--- src/rtl/int_log_seq.sv ---
// Sequential integer logarithm: finds ceil/floor(log_B T) by repeated multiplication,
// one multiply per clock, behind a start/done handshake.
module int_log_seq #(
  parameter int W  = 16,
  parameter int RW = $clog2(W + 1)
) (
  input  logic          clk,
  input  logic          rst_n,
  input  logic          start,
  input  logic [W-1:0]  base,
  input  logic [W-1:0]  target,
  input  logic          mode,
  output logic          busy,
  output logic          done,
  output logic [RW-1:0] result,
  output logic          err
);

  localparam logic [1:0] IDLE = 2'd0;
  localparam logic [1:0] RUN  = 2'd1;
  localparam logic [1:0] DONE = 2'd2;

  logic [1:0]     state;
  logic [W-1:0]   base_q;
  logic [W-1:0]   target_q;
  logic           mode_q;
  logic [W:0]     pow;
  logic [RW-1:0]  k;
  logic [2*W-1:0] product;
  logic [W:0]     pow_next;
  logic           reached;

  // A multiply only happens while pow < T < 2^W, so pow[W] is always 0 here.
  always_comb begin
    product  = {{W{1'b0}}, pow[W-1:0]} * {{W{1'b0}}, base_q};
    pow_next = {1'b0, product[W-1:0]};
    if (|product[2*W-1:W]) pow_next = {1'b1, {W{1'b0}}};
    reached  = (pow >= {1'b0, target_q});
  end

  assign busy = (state != IDLE);
  assign done = (state == DONE);

  // NOTE: sequential state uses non-blocking assignments so every register
  // samples pre-edge values, independent of statement order.
  always_ff @(posedge clk or negedge rst_n) begin
    if (!rst_n) begin
      state    <= IDLE;
      base_q   <= '0;
      target_q <= '0;
      mode_q   <= 1'b0;
      pow      <= '0;
      k        <= '0;
      result   <= '0;
      err      <= 1'b0;
    end else begin
      case (state)
        IDLE: begin
          if (start) begin
            base_q   <= base;
            target_q <= target;
            mode_q   <= mode;
            result   <= '0;
            pow      <= {{W{1'b0}}, 1'b1};
            k        <= '0;
            if (base < W'(2) || target == '0) begin
              err   <= 1'b1;
              state <= DONE;
            end else begin
              err   <= 1'b0;
              state <= RUN;
            end
          end
        end
        RUN: begin
          if (reached) begin
            // Floor steps back one unless the power landed exactly on T.
            if (!mode_q || pow == {1'b0, target_q}) result <= k;
            else                                     result <= k - RW'(1);
            state <= DONE;
          end else begin
            pow <= pow_next;
            k   <= k + RW'(1);
          end
        end
        DONE:    state <= IDLE;
        default: state <= IDLE;
      endcase
    end
  end

endmodule

--- config.mk ---
export PLATFORM = sky130hd
export DESIGN_NAME = int_log_seq
export DESIGN_NICKNAME = d
export VERILOG_FILES = /design/src/rtl/int_log_seq.sv
export SDC_FILE = /design/constraint.sdc
export NUM_CORES = 1
export LEC_CHECK = 0
export BUFFER_PORTS_ARGS = -buffer_cell sky130_fd_sc_hd__buf_2
export CORE_MARGIN = 8
export CORE_UTILIZATION = 35
export CTS_CLUSTER_DIAMETER = 60
export CTS_CLUSTER_SIZE = 10
export DETAILED_ROUTE_END_ITERATION = 8
export PLACE_DENSITY = 0.52
export SYNTH_ARGS = -nofsm -noshare
export SYNTH_HDL_FRONTEND = slang
export SYNTH_SLANG_ARGS = --single-unit
--- constraint.sdc ---
create_clock -name clk -period 20.5 [get_ports clk]
set_clock_uncertainty 0.2 [all_clocks]
set_input_delay 3.075 -clock clk [delete_from_list [all_inputs] [get_ports clk]]
set_output_delay 3.075 -clock clk [all_outputs]
set_load 0.03 [all_outputs]
=== Word level (Yosys, flattened, before mapping) ===
Cells that the tools add are included.

* Memories kept: 0
* Logic and storage cells: 46
* Bits in read-only memories: 0
* Latch bits: 0
* Output and inout bits: 8
* RAM bits: 0
* Input port bits: 36
* Flip-flop bits (word level): 63

* Reductions and logical operators: 12
* Mux-type cells: 15
* Multiply operators: 1
* Shift operators: 0
* Equality and inequality tests: 6
* Div/mod/pow operators: 0
* $lt $le $gt $ge: 2
* Bitwise operators: 0
* Add/sub/neg operators: 2

{| class="wikitable"
|+ Operator list
! kind !! count
|-
| $mux W17 || 3
|-
| $pmux W17 S2 || 1
|-
| $mul A16 B16 Y32 || 1
|-
| $mux W5 || 4
|-
| $pmux W5 S2 || 2
|-
| $eq A17 B16 Y1 || 1
|-
| $ge A17 B16 Y1 || 1
|-
| $logic_not A16 Y1 || 1
|-
| $lt A16 B2 Y1 const B || 1
|-
| $reduce_or A16 Y1 || 1
|-
| $mux W2 || 3
|-
| $ne A2 B2 Y1 const B || 3
|-
| $reduce_and A3 Y1 || 2
|-
| $add A5 B1 Y5 const B || 1
|-
| $sub A5 B1 Y5 const B || 1
|-
| $pmux W2 S2 || 1
|-
| $reduce_and A2 Y1 || 2
|-
| $reduce_bool A2 Y1 || 2
|-
| $eq A2 B1 Y1 const B || 1
|-
| $eq A2 B2 Y1 const B || 1
|-
| $logic_not A2 Y1 || 1
|-
| $logic_or A1 B1 Y1 || 2
|-
| $logic_not A1 Y1 || 1
|-
| $mux W1 || 1
|}

=== Logic depth before layout (Yosys ltp) ===
Gate-level depths: netlist (run 1).

* Depth in word-level cells: 5
* Depth in mapped cells: 26
* Gate-level depth less buffers: 23

=== Least setup slack after synthesis (run 1) ===
Ideal clock, no wire load.

* Path kind: register to register
* From: reg pow[7]
* To: reg pow[10]
* Path slack: 13.853 ns
* Cell stages (with the launch flop): 26
* Arrival time: 6.373 ns
* Required time: 20.226 ns
* Library setup time: 0.074 ns
* Clock period less this slack: 6.647 ns
* Buffers on the path: 4
* Cells stage by stage: dfrtp_1 > clkbuf_1 > clkbuf_1 > nand2_1 > fa_1 > inv_1 > fa_1 > inv_1 > fa_1 > inv_1 > fa_1 > fa_1 > inv_1 > fa_1 > inv_1 > ha_1 > buf_2 > nand4_1 > o221ai_2 > or3_1 > a2111oi_2 > o2111ai_1 > nor3_2 > nand4_2 > buf_6 > o21ai_2

* Word-level cells in the longest chain between the ends: 5
* Elaborated cells on any way between the ends: 8
* Classes of those cells: mul (1); order compare (1); eq/ne (1); mux (3); reduce/logical (2)

{| class="wikitable"
|+ RTL lines
! item !! line !! RTL
|-
| from (decl) || 27 || <nowiki>logic [W:0] pow;</nowiki>
|-
| from (signal assigned) || 64 || <nowiki>pow <= {{W{1'b0}}, 1'b1};</nowiki>
|-
| from (signal assigned) || 82 || <nowiki>pow <= pow_next;</nowiki>
|-
| $mul A16 B16 Y32 || 35 || <nowiki>product = {{W{1'b0}}, pow[W-1:0]} * {{W{1'b0}}, base_q};</nowiki>
|-
| $reduce_or A16 Y1 || 37 || <nowiki>if (|product[2*W-1:W]) pow_next = {1'b1, {W{1'b0}}};</nowiki>
|-
| $mux W17 || 37 ||
|-
| $mux W17 || 76 || <nowiki>if (reached) begin</nowiki>
|-
| $pmux W17 S2 || 57 || <nowiki>case (state)</nowiki>
|}

Parallel ways exist; a longest one is shown, timed or not. The select of a mux whose other input is x is not followed.
A chain may end at the register's enable or synchronous reset.

=== Worst setup path in the final report (run 1) ===
* From: reg pow[7]
* To: reg pow[9]

Same word-level chain as after synthesis.

==> summary.txt, run 1 <==
Critical path
  – Critical path capture point: pow[9]$_DFFE_PN0P_
  – Crit path top cell by count: fa_1
  – Largest stage delay, worst path: 1080 ps
  – CP Class: reg2reg
  – CP Buf/Inv Count: 5
  – Crit path max-delay cell type: dfrtp_1
  – Reg2Reg Capture Point: pow[9]$_DFFE_PN0P_
  – CP startpoint: pow[7]$_DFFE_PN0P_
  – Worst-path fanout max: 18
  – Worst setup EP type: register
  – Reg-to-reg startpoint: pow[7]$_DFFE_PN0P_
  – Critical path data required time: 20530 ps
  – Number of cells on the critical path: 20
  – CP Cell Sequence: nand2_1 -> fa_1 -> inv_1 -> fa_1 -> inv_1 -> fa_1 -> inv_1 -> fa_1 -> fa_1 -> inv_1 -> fa_1 -> inv_1 -> ha_1 -> nand4_1 -> nor4b_1 -> nor4_1 -> a2111o_1 -> nor4_2 -> nand4_2 -> o21ai_0
  – Worst reg-to-reg path cell count: 20
  – Setup crit start kind: register
  – Delay-heaviest family, CP: adder cells
  – FF-to-FF setup slack: approximately 13000 ps
  – CP arrival: just under 8000 ps

Power
  – Pint: 0.7806 mW
  – Overall power: approximately 1.8 mW
  – Switching pwr: 0.9997 mW
  – Pwr dens: 142.0 nW/um2
  – Leakage: 5.840 nW
  – Clock Power Share: 9.9%
  – Combinational share of power: 69.6%
  – Reg power frac: 20.5%
  – Peak supply drop: between 0.06 and 0.07 mV
  – Switching share of power: 56.15%

Floorplanning
  – Die W: ~200 um
  – Core ar.: 33110 um2
  – Die area: 39380 um2
  – # rows: 67
  – Starting Density: 35.18%
  – Die height: 198.4 um
  – I/O Pins: 44

Cells and area
  – Final instance area: 12540 um2
  – Utilization after layout: about 38%
  – Layout cells sized above 1: 6.798%
  – Register area: 1577 um2
  – Fin nets: 1671
  – Multi-input logic area: 8964 um2
  – # fillers: 3396
  – Antenna diodes: 0
  – Area growth, synth to finish: 7.659%

CTS
  – Hold_buf cts: 0
  – Root Driver: clkbuf_16
  – Post-CTS Resized: 0
  – CTS tree: yes
  – Post-CTS Setup Repair Bufs: 0
  – H-tree levels: 3
  – Clock buffer count from CTS: 9
  – Skew-Pair Late Insertion Delay: 330 ps
  – Sink Count: 63
  – Clock Tree Buf Depth: 2
  – Clock transition at the registers of the reported paths: 60 ps

Global routing
  – Global-route wire length before repair: approximately 52000 um
  – Vias in the first global route: 9429
  – Initial antenna violation count: 0
  – Total gr overflow: 0
  – Largest net degree at the start of global routing: 64
  – GRT Overall Usage: 16.63%

Timing
  – Fin crit period: just under 8000 ps
  – Fmax: approximately 130 MHz
  – Fin. max-slew vios: 0
  – Fin Hold WS: 282.8 ps
  – Max-slew headroom: 15.65%
  – Hold Violations, Final: 0
  – Period utilization: 38.06%
  – Slew @ Worst Pin: 1261 ps
  – RSZ-0062 raised after global routing: false
  – Fin Setup TNS: 0 ps
  – Setup violators final: 0

Synthesis
  – Synth Area in Adders: 46.44%
  – Largest family of logic cells by synthesized area: adder cells
  – Post-Synthesis Cells: approximately 1300
  – Top post-synthesis cells by area: fa_1, dfrtp_1, ha_1
  – Number of flops mapped to enable cells by yosys: 0
  – Post-synthesis compound-gate area fraction: 8.818%
  – Synth Register Bits: 63
  – Post-Synth Simple-Gate Area: 19.41%
  – Main flop type after synthesis: dfrtp_1
  – Sequential area share after synthesis: 13.53%
  – XOR/XNOR Fraction of Synth Area: under 10%
  – Mux cell area share after synthesis: 0.08593%
  – Synth unique cells: 65
  – Synth top area share: between 30% and 40%
  – Top post-synthesis cells by count: nand2_1, inv_1, fa_1
  – Most frequent cell after synthesis: nand2_1
  – Yosys warnings: 0
  – Synth area leader: fa_1
  – Post-Syn Nets: ~1700
  – Post-Syn Area per Cell: 8.811 um2
  – Post-Syn Area: 11650 um2
  – Post-synthesis async set-or-reset flop share: between 90% and 100%

Route
  – Total number of vias: ~8800
  – Post-DR vias/cell: 4.981
  – DRC violation count after routing: 0
  – TritonRoute pass-1 iters: 5
  – Routed Antenna Nets: 0
  – DR iter-0 viols: between 300 and 400
  – Drt wl/cell: 17.53 um
  – WL final: approximately 31000 um

Place
  – GP Congestion: 0.8894
  – Dpl cell area: 12190 um2
  – DP HPWL: 24090 um
  – PortBufs: 43

Worst hold path
  – Hold Crit Class: reg2reg

Flow run
  – Max Cap Viol: 0

Status
  – Status: finished, final reports clean
==> cell usage in the layout (no fill, tap or decap), types with 9 or more instances in the layout <==
| cell type | instances |
|---|---|
| ha_1 | 122 |
| o21ai_0 | 49 |
| dfrtp_1 | 63 |
| xnor2_1 | 17 |
| fa_1 | 194 |
| a21o_1 | 13 |
| a21oi_1 | 29 |
| inv_1 | 224 |
| nand2_1 | 272 |
| xor2_1 | 12 |
| buf_2 | 43 |
| o21ai_2 | 10 |
| nor2_1 | 16 |
| and2_1 | 115 |
| clkbuf_16 | 9 |
| nand4_1 | 17 |
==> worst register-to-register path, cell delays in order (launching register included) <==
cell and delay (ps):
dfrtp_1 1080, nand2_1 200, fa_1 570, inv_1 50
fa_1 490, inv_1 60, fa_1 530, inv_1 50
fa_1 450, fa_1 490, inv_1 50, fa_1 480
inv_1 50, ha_1 410, nand4_1 220, nor4b_1 550
nor4_1 170, a2111o_1 450, nor4_2 300, nand4_2 520
o21ai_0 340
==> area by class of cell <==
cell class | instances | share of cell area [%]
tap | 448 | 4.470
inverter | 224 | 6.705
sequential | 63 | 12.57
clock buffer | 10 | 1.906
multi-input combinational | 973 | 71.48
timing repair buffer | 48 | 2.015
clock inverter | 6 | 0.8580
==> how the worst min path moves through the flow <==
stage | from | to | slack (ps) | cells past startpoint
floorplan | target_q[0]$_DFFE_PN0P_ | target_q[0]$_DFFE_PN0P_ | 250 | 2
global placement | err$_DFFE_PN0P_ | err$_DFFE_PN0P_ | 270 | 1
detailed placement | target_q[0]$_DFFE_PN0P_ | target_q[0]$_DFFE_PN0P_ | 270 | 2
CTS | target_q[0]$_DFFE_PN0P_ | target_q[0]$_DFFE_PN0P_ | 290 | 2
global route | target_q[0]$_DFFE_PN0P_ | target_q[0]$_DFFE_PN0P_ | 310 | 2
finish | target_q[0]$_DFFE_PN0P_ | target_q[0]$_DFFE_PN0P_ | 280 | 2
==> cell families after synthesis <==
| group | after synthesis |
|---|---|
| and+or+nand+nor | 473 |
| adders and majority gates | 316 |
| buffers and inverters | 286 |
| AOI/OAI and AO/OA | 154 |
| DFF | 63 |
| xor gates and xnor gates | 29 |
| muxes | 1 |
==> registers in the layout (all words and copies together) (netlist names) <==
signal / cells
state: 2
result: 5
mode_q: 1
base_q: 16
pow: 17
target_q: 16
err: 1
k: 5
==> power by group through the flow <==
stage	sequential [mW]	clock, mW	combinational, mW
CTS	0.364	0.181	1.26
global route	0.375	0.185	1.43
global placement	0.364	0	1.25
floorplan	0.228	0	1.04
detailed placement	0.366	0	1.24
finish	0.365	0.176	1.24
==> metrics by stage <==
| step | setup WS, ps | instances |
|---|---|---|
| 2_1_floorplan | 13850 | 1322 |
| 3_3_place_gp | 12850 | 1756 |
| 3_5_place_dp | 12810 | 1756 |
| 4_1_cts | 12790 | 1772 |
| 5_1_grt | 12170 | 1772 |
| 6_report | 12700 | 1772 |
==> per-layer routing <==
metal | track usage [%] | up-vias | routed length [um]
li1 | - | 4121 | -
met1 | 22.70 | 4526 | 14460
met2 | 28.20 | 148 | 15200
met3 | 1.946 | 32 | 895
met4 | 3.376 | 0 | 512
met5 | 0 | - | 0
Power figures use the tool's default switching activity.
==> inputs of run 2 (changes only) <==
==> constraint.sdc (replaced) <==
create_clock -name clk -period 7.28 [get_ports clk]
set_clock_uncertainty 0.2 [all_clocks]
set_input_delay 1.092 -clock clk [delete_from_list [all_inputs] [get_ports clk]]
set_output_delay 1.092 -clock clk [all_outputs]
set_load 0.03 [all_outputs]
==> run 2 against run 1 <==
Effect of this change: maximum frequency increased by 12%; combinational power increased to 3.1 times the previous value; clock-buffer cell count increased by 2; register-to-register slack got worse by 12000 ps; clock power increased to 2.6 times the previous value; utilization increased by 1.1 points; die area unchanged; critical path depth increased by 2; worst hold slack improved by 4.0 ps; via count increased by 1.5%; final area increased by 2.9%.
==> summary.txt, run 2 (same netlist as run 1, synthesis figures left out) <==
Critical path
  – Worst setup EP type: register (unchanged)
  – CP Cell Sequence: buf_4 -> nand2_1 -> fa_1 -> fa_1 -> fa_1 -> fa_1 -> inv_1 -> fa_1 -> inv_1 -> fa_1 -> inv_1 -> ha_1 -> a21oi_4 -> o21a_1 -> o221ai_2 -> or3_1 -> a2111oi_2 -> o2111ai_1 -> nor3_2 -> nand4_2 -> buf_12 -> o21ai_0 (was nand2_1 -> fa_1 -> inv_1 -> fa_1 -> inv_1 -> fa_1 -> inv_1 -> fa_1 -> fa_1 -> inv_1 -> fa_1 -> inv_1 -> ha_1 -> nand4_1 -> nor4b_1 -> nor4_1 -> a2111o_1 -> nor4_2 -> nand4_2 -> o21ai_0)
  – Delay-heaviest family, CP: adder cells (unchanged)
  – CP startpoint: pow[7]$_DFFE_PN0P_ (unchanged)
  – CP arrival: 7040 ps (was 7830 ps)
  – Worst-path fanout max: 15 (was 18)
  – CP Buf/Inv Count: 5 (unchanged)
  – Worst reg-to-reg path cell count: 22 (was 20)
  – Critical path data required time: 7340 ps (was 20530 ps)
  – CP Class: reg2reg (unchanged)
  – Largest stage delay, worst path: 590 ps (was 1080 ps)
  – Crit path max-delay cell type: dfrtp_2 (was dfrtp_1)
  – Crit path top cell by count: fa_1 (unchanged)
  – Reg-to-reg startpoint: pow[7]$_DFFE_PN0P_ (unchanged)
  – FF-to-FF setup slack: 300 ps (was 12700 ps)
  – Reg2Reg Capture Point: pow[6]$_DFFE_PN0P_ (was pow[9]$_DFFE_PN0P_)
  – Setup crit start kind: register (unchanged)

Cells and area
  – Fin nets: 1718 (was 1671)
  – Layout cells sized above 1: 11.53% (was 6.798%)
  – Area growth, synth to finish: 10.76% (was 7.659%)
  – Top flop regs: pow x17, base_q x16, target_q x16 (unchanged)
  – Most flop-heavy register: pow (unchanged)
  – Antenna diodes: 0 (unchanged)
  – Most common cell after layout, fill and taps aside: nand2_1 (unchanged)
  – Most frequent cells in the layout: nand2_1, inv_1, fa_1 (unchanged)
  – Max reg flops: 17 (unchanged)
  – Utilization after layout: 38.96% (was 37.87%)

Floorplanning
  – Die height: 198.4 um (unchanged)
  – Die area: 39380 um2 (unchanged)
  – # rows: 67 (unchanged)
  – Core ar.: 33110 um2 (unchanged)
  – Die W: 198.4 um (unchanged)
  – Starting Density: 35.18% (unchanged)
  – I/O Pins: 44 (unchanged)

Place
  – PortBufs: 43 (unchanged)
  – DP HPWL: 26410 um (was 24090 um)
  – Place WS: 102.4 ps (was 12810 ps)
  – GP Congestion: 0.8794 (was 0.8894)

Global routing
  – Met3 GRT Util: 1.979% (was 1.946%)
  – Met2 global-route usage: 29.09% (was 28.20%)
  – GRT Overall Usage: 17.22% (was 16.63%)
  – Largest net degree at the start of global routing: 64 (unchanged)
  – Top Usage Layer GRT: met2 (unchanged)
  – Initial antenna violation count: 0 (unchanged)
  – Met1 Usage GRT: 23.58% (was 22.70%)
  – Total gr overflow: 0 (unchanged)
  – Vias in the first global route: 9752 (was 9429)
  – Global-route wire length before repair: 53390 um (was 51610 um)

Timing
  – Hold Violations, Final: 0 (unchanged)
  – Slew @ Worst Pin: 910.8 ps (was 1261 ps)
  – Max-slew headroom: 39.28% (was 15.65%)
  – Fmax: 143.2 MHz (was 128.2 MHz)
  – RSZ-0062 raised after global routing: false (unchanged)
  – Fin crit period: 6981 ps (was 7803 ps)
  – Period utilization: 95.90% (was 38.06%)
  – Setup violators final: 0 (unchanged)
  – Fin. max-slew vios: 0 (unchanged)
  – Setup ws final: 298.8 ps (was 12700 ps)
  – Fin Setup TNS: 0 ps (unchanged)

Route
  – Total number of vias: 8958 (was 8827)
  – DR iter-0 viols: 482 (was 384)
  – Drt wl/cell: 17.60 um (was 17.53 um)
  – TritonRoute pass-1 iters: 5 (unchanged)
  – Routed Antenna Nets: 0 (unchanged)
  – DRC violation count after routing: 0 (unchanged)
  – Post-DR vias/cell: 4.927 (was 4.981)
  – WL final: 32000 um (was 31070 um)

CTS
  – Clock buffer count from CTS: 9 (unchanged)
  – Sink Count: 63 (unchanged)
  – Clock transition at the registers of the reported paths: 60 ps (about the same)
  – Skew-Pair Late Insertion Delay: 350 ps (was 330 ps)
  – Clock Tree Buf Depth: 2 (unchanged)
  – H-tree levels: 3 (unchanged)
  – Root Driver: clkbuf_16 (unchanged)
  – CTS tree: yes (unchanged)

Worst hold path
  – Hold Crit Class: reg2reg (unchanged)
  – Hold path start: err$_DFFE_PN0P_ (was target_q[0]$_DFFE_PN0P_)
  – Hold EP: err$_DFFE_PN0P_ (was target_q[0]$_DFFE_PN0P_)
  – Hold path depth: 1 (was 2)

Power
  – Overall power: 5.196 mW (was 1.780 mW)
  – Leakage: 6.039 nW (was 5.840 nW)
  – Peak supply drop: 0.2024 mV (was 0.06366 mV)
  – Pwr dens: 402.7 nW/um2 (was 142.0 nW/um2)

Flow run
  – Max Cap Viol: 0 (unchanged)

Status
  – Status: finished, final reports clean (unchanged)
==> run 2: cell types whose count changed in the layout (fill, tap and decap cells not counted), sizes merged <==
cell    before  now
buf         48   95
bufinv       3    1
clkbuf      10   12
clkinv       2    1
==> run 2: cell type report <==
type                       count  area (um2)
clock buffer                  12       256.5
multi-input combinational    973        8980
tap                          448       560.5
clock inverter                 3       42.54
timing repair buffer          95       618.1
inverter                     224       840.8
sequential                    63        1604
fill                        3417       20210
==> run 2: worst max path at each step <==
stage | to | slack [ps] | depth (start not counted)
after floorplan | pow[10]$_DFFE_PN0P_ | 630 | 25
after global placement | pow[9]$_DFFE_PN0P_ | 150 | 21
after detailed placement | pow[7]$_DFFE_PN0P_ | 100 | 22
after CTS | pow[7]$_DFFE_PN0P_ | 70 | 21
after global routing | pow[7]$_DFFE_PN0P_ | 0.9 | 22
final | pow[6]$_DFFE_PN0P_ | 300 | 22
==> run 2: timing repair <==
action | CTS | global route
resized for setup | 0 | 24
buffers inserted | 0 | 0
setup endpoints to repair | 0 | 17
hold buffers | 0 | 0
==> run 2: report_power, final <==
| part | total (mW) | switching (mW) | internal, mW |
|---|---|---|---|
| combinational | 3.86 | 2.34 | 1.52 |
| sequential | 0.881 | 0.374 | 0.507 |
| clock | 0.453 | 0.171 | 0.282 |
| total | 5.20 | 2.88 | 2.31 |
==> run 2: through the flow <==
step	instance area (um2)	cells	hold slack [ps]
floorplan	11650	1322	252.3
global placement	12560	1803	272.0
detailed placement	12560	1803	279.2
CTS	12860	1818	291.5
global route	12900	1818	305.0
finish	12900	1818	286.9
==> run 2: metal layers <==
layer,share of wire (%),wire length [um]
met1,47,15150
met2,48,15330
met3,3.0,971
met4,1.7,540
met5,0,0
==> inputs of run 3 (changes only) <==
--- a/config.mk
+++ b/config.mk
@@ -6,12 +6,13 @@
 export NUM_CORES = 1
 export LEC_CHECK = 0
 export BUFFER_PORTS_ARGS = -buffer_cell sky130_fd_sc_hd__buf_2
+export CAP_MARGIN = 20
 export CORE_MARGIN = 8
-export CORE_UTILIZATION = 35
+export CORE_UTILIZATION = 50
 export CTS_CLUSTER_DIAMETER = 60
 export CTS_CLUSTER_SIZE = 10
 export DETAILED_ROUTE_END_ITERATION = 8
-export PLACE_DENSITY = 0.52
+export PLACE_DENSITY = 0.69
 export SYNTH_ARGS = -nofsm -noshare
 export SYNTH_HDL_FRONTEND = slang
 export SYNTH_SLANG_ARGS = --single-unit
==> run 3 against run 2 <==
Effect of this change: cell count down 7.6%; final area down 1.6%; register-to-register slack about the same; clock-buffer cell count down 3; flip-flop and latch count unchanged; non-clock buffer count down 11; utilization up 16 points; via count up 1.4%; critical path type unchanged; critical endpoint unchanged; combinational power about the same; sequential power up 1%.
==> summary.txt, run 3 (same netlist as run 1, synthesis figures left out) <==
Cells and area
  – Final instance area: 12700 um2 (was 12900 um2)
  – Antenna diodes: 0 (unchanged)
  – Fin nets: 1707 (was 1718)
  – Area growth, synth to finish: 9.033% (was 10.76%)
  – Layout cells sized above 1: 11.40% (was 11.53%)
  – Most flop-heavy register: pow (unchanged)
  – Multi-input logic area: 8981 um2 (was 8980 um2)
  – Max reg flops: 17 (unchanged)
  – # fillers: 2110 (was 3417)
  – Most common cell after layout, fill and taps aside: nand2_1 (unchanged)
  – Register area: 1610 um2 (was 1604 um2)
  – Top flop regs: pow x17, base_q x16, target_q x16 (unchanged)
  – Utilization after layout: 54.76% (was 38.96%)
  – Most frequent cells in the layout: nand2_1, inv_1, fa_1 (unchanged)

Route
  – WL final: 30440 um (was 32000 um)
  – TritonRoute pass-1 iters: 5 (unchanged)
  – DRC violation count after routing: 0 (unchanged)
  – Total number of vias: 9079 (was 8958)
  – DR iter-0 viols: 668 (was 482)
  – Wl on met1: 13350 um (was 15150 um)
  – Top Metal Used: met4 (unchanged)
  – Routed Antenna Nets: 0 (unchanged)
  – WL met3: 1430 um (was 971 um)
  – Drt wl/cell: 18.13 um (was 17.60 um)
  – Met2 routed WL: 15080 um (was 15330 um)
  – Post-DR vias/cell: 5.407 (was 4.927)

Critical path
  – Worst setup EP type: register (unchanged)
  – Worst-path fanout max: 15 (unchanged)
  – CP Class: reg2reg (unchanged)
  – Critical path data required time: 7320 ps (was 7340 ps)
  – Setup crit start kind: register (unchanged)
  – Worst reg-to-reg path cell count: 22 (unchanged)
  – CP arrival: 7030 ps (was 7040 ps)

Global routing
  – GRT Overall Usage: 22.56% (was 17.22%)
  – Vias in the first global route: 9623 (was 9752)
  – Largest net degree at the start of global routing: 64 (unchanged)
  – Global-route wire length before repair: 50960 um (was 53390 um)
  – Initial antenna violation count: 0 (unchanged)
  – Total gr overflow: 0 (unchanged)

CTS
  – CTS tree: yes (unchanged)
  – H-tree levels: 3 (unchanged)
  – Clock Tree Buf Depth: 2 (unchanged)
  – Skew-Pair Late Insertion Delay: 330 ps (was 350 ps)
  – Clock buffer count from CTS: 9 (unchanged)
  – Hold_buf cts: 0 (unchanged)
  – Sink Count: 63 (unchanged)
  – Clock transition at the registers of the reported paths: 60 ps (about the same)
  – Root Driver: clkbuf_16 (unchanged)

Timing
  – Fmax: 143.0 MHz (was 143.2 MHz)
  – Fin crit period: 6992 ps (was 6981 ps)
  – Setup violators final: 0 (unchanged)
  – Fin Hold WS: 286.1 ps (was 286.9 ps)
  – Fin. max-slew vios: 0 (unchanged)
  – Hold Violations, Final: 0 (unchanged)
  – Period utilization: 96.05% (was 95.90%)
  – Slew @ Worst Pin: 939.6 ps (was 910.8 ps)
  – Max-slew headroom: 37.36% (was 39.28%)

Power
  – Leakage: 5.987 nW (was 6.039 nW)
  – Combinational share of power: 73.5% (was 74.3%)
  – Switching share of power: 54.99% (was 55.47%)
  – Reg power frac: 16.9% (was 17.0%)
  – Pint: 2.378 mW (was 2.314 mW)
  – Switching pwr: 2.906 mW (was 2.883 mW)
  – Peak supply drop: 0.2649 mV (was 0.2024 mV)
  – Clock Power Share: 9.6% (was 8.7%)
  – Pwr dens: 416.1 nW/um2 (was 402.7 nW/um2)

Floorplanning
  – # rows: 56 (was 67)
  – Starting Density: 50.23% (was 35.18%)
  – I/O Pins: 44 (unchanged)
  – Die height: 168.6 um (was 198.4 um)
  – Die W: 168.6 um (was 198.4 um)
  – Core ar.: 23190 um2 (was 33110 um2)
  – Die area: 28440 um2 (was 39380 um2)

Status
  – Status: finished, final reports clean (unchanged)

Place
  – DP HPWL: 25050 um (was 26410 um)
  – Dpl cell area: 12280 um2 (was 12560 um2)
  – GP Congestion: 0.9633 (was 0.8794)
  – PortBufs: 43 (unchanged)

Worst hold path
  – Hold Crit Class: reg2reg (unchanged)
  – Hold path depth: 1 (unchanged)

Flow run
  – Max Cap Viol: 0 (unchanged)
## run 3: cell count changes in the layout (fill, tap and decap cells not counted), sizes merged
cell      change
clkinv        +3
clkinvlp      -1
buf          -11
clkbuf        -3
bufinv        +2
## run 3: stage by stage
stage	worst slack (ps)	setup TNS, ps	total power [mW]	cells
global placement	127.3	0	4.604	1660
global route	-17.53	-24.07	5.823	1679
floorplan	633.1	0	3.565	1322
finish	287.6	0	5.284	1679
CTS	40.68	0	5.227	1676
detailed placement	-12.07	-12.07	4.674	1660
## run 3: critical path, cell delays in order, from the launching register on
cell,delay (ps)
dfrtp_2,550
and2_1,250
fa_1,520
inv_1,50
fa_1,450
fa_1,500
fa_1,550
inv_1,60
fa_1,480
inv_1,50
fa_1,490
inv_1,50
ha_1,400
a21oi_4,190
o21a_1,150
o221ai_2,140
or3_1,390
a2111oi_2,380
o2111ai_1,190
nor3_2,280
nand4_2,120
buf_4,240
o21ai_0,200
## run 3: per-layer routing
| layer | track usage [%] | vias to the layer above |
|---|---|---|
| li1 | - | 4203 |
| met1 | 30.33 | 4594 |
| met2 | 38.83 | 239 |
| met3 | 2.492 | 43 |
| met4 | 4.736 | 0 |
| met5 | 0 | - |
## run 3: final cells by class
| type | instances | area share (%) |
|---|---|---|
| clock buffers | 9 | 1.773 |
| flip-flops and latches | 63 | 12.68 |
| clock inverters | 7 | 0.9556 |
| well taps | 319 | 3.143 |
| inverters | 224 | 6.620 |
| multi-input cells | 973 | 70.71 |
| repair buffers | 84 | 4.118 |
## run 3: final timing paths
check	slack, ps	from	end
max in group asynchronous	5500	rst_n	pow[5]$_DFFE_PN0P_
min in group asynchronous	750	rst_n	result[3]$_DFFE_PN0P_
max reg2reg	290	pow[6]$_DFFE_PN0P_	pow[6]$_DFFE_PN0P_
min	290	err$_DFFE_PN0P_	err$_DFFE_PN0P_
max	290	pow[6]$_DFFE_PN0P_	pow[6]$_DFFE_PN0P_
min reg2reg	290	err$_DFFE_PN0P_	err$_DFFE_PN0P_
## run 3: power by group through the flow
stage,registers (mW),logic [mW],clock network [mW]
2_1_floorplan,0.642,2.92,0
3_3_place_gp,0.873,3.73,0
3_5_place_dp,0.880,3.79,0
4_1_cts,0.874,3.84,0.515
5_1_grt,0.917,4.38,0.526
6_report,0.894,3.88,0.506
## run 3: what timing repair did
item	CTS	global route
resized for setup	5	25
setup buffers	0	3
pin swaps	0	1
setup endpoints to repair	1	17
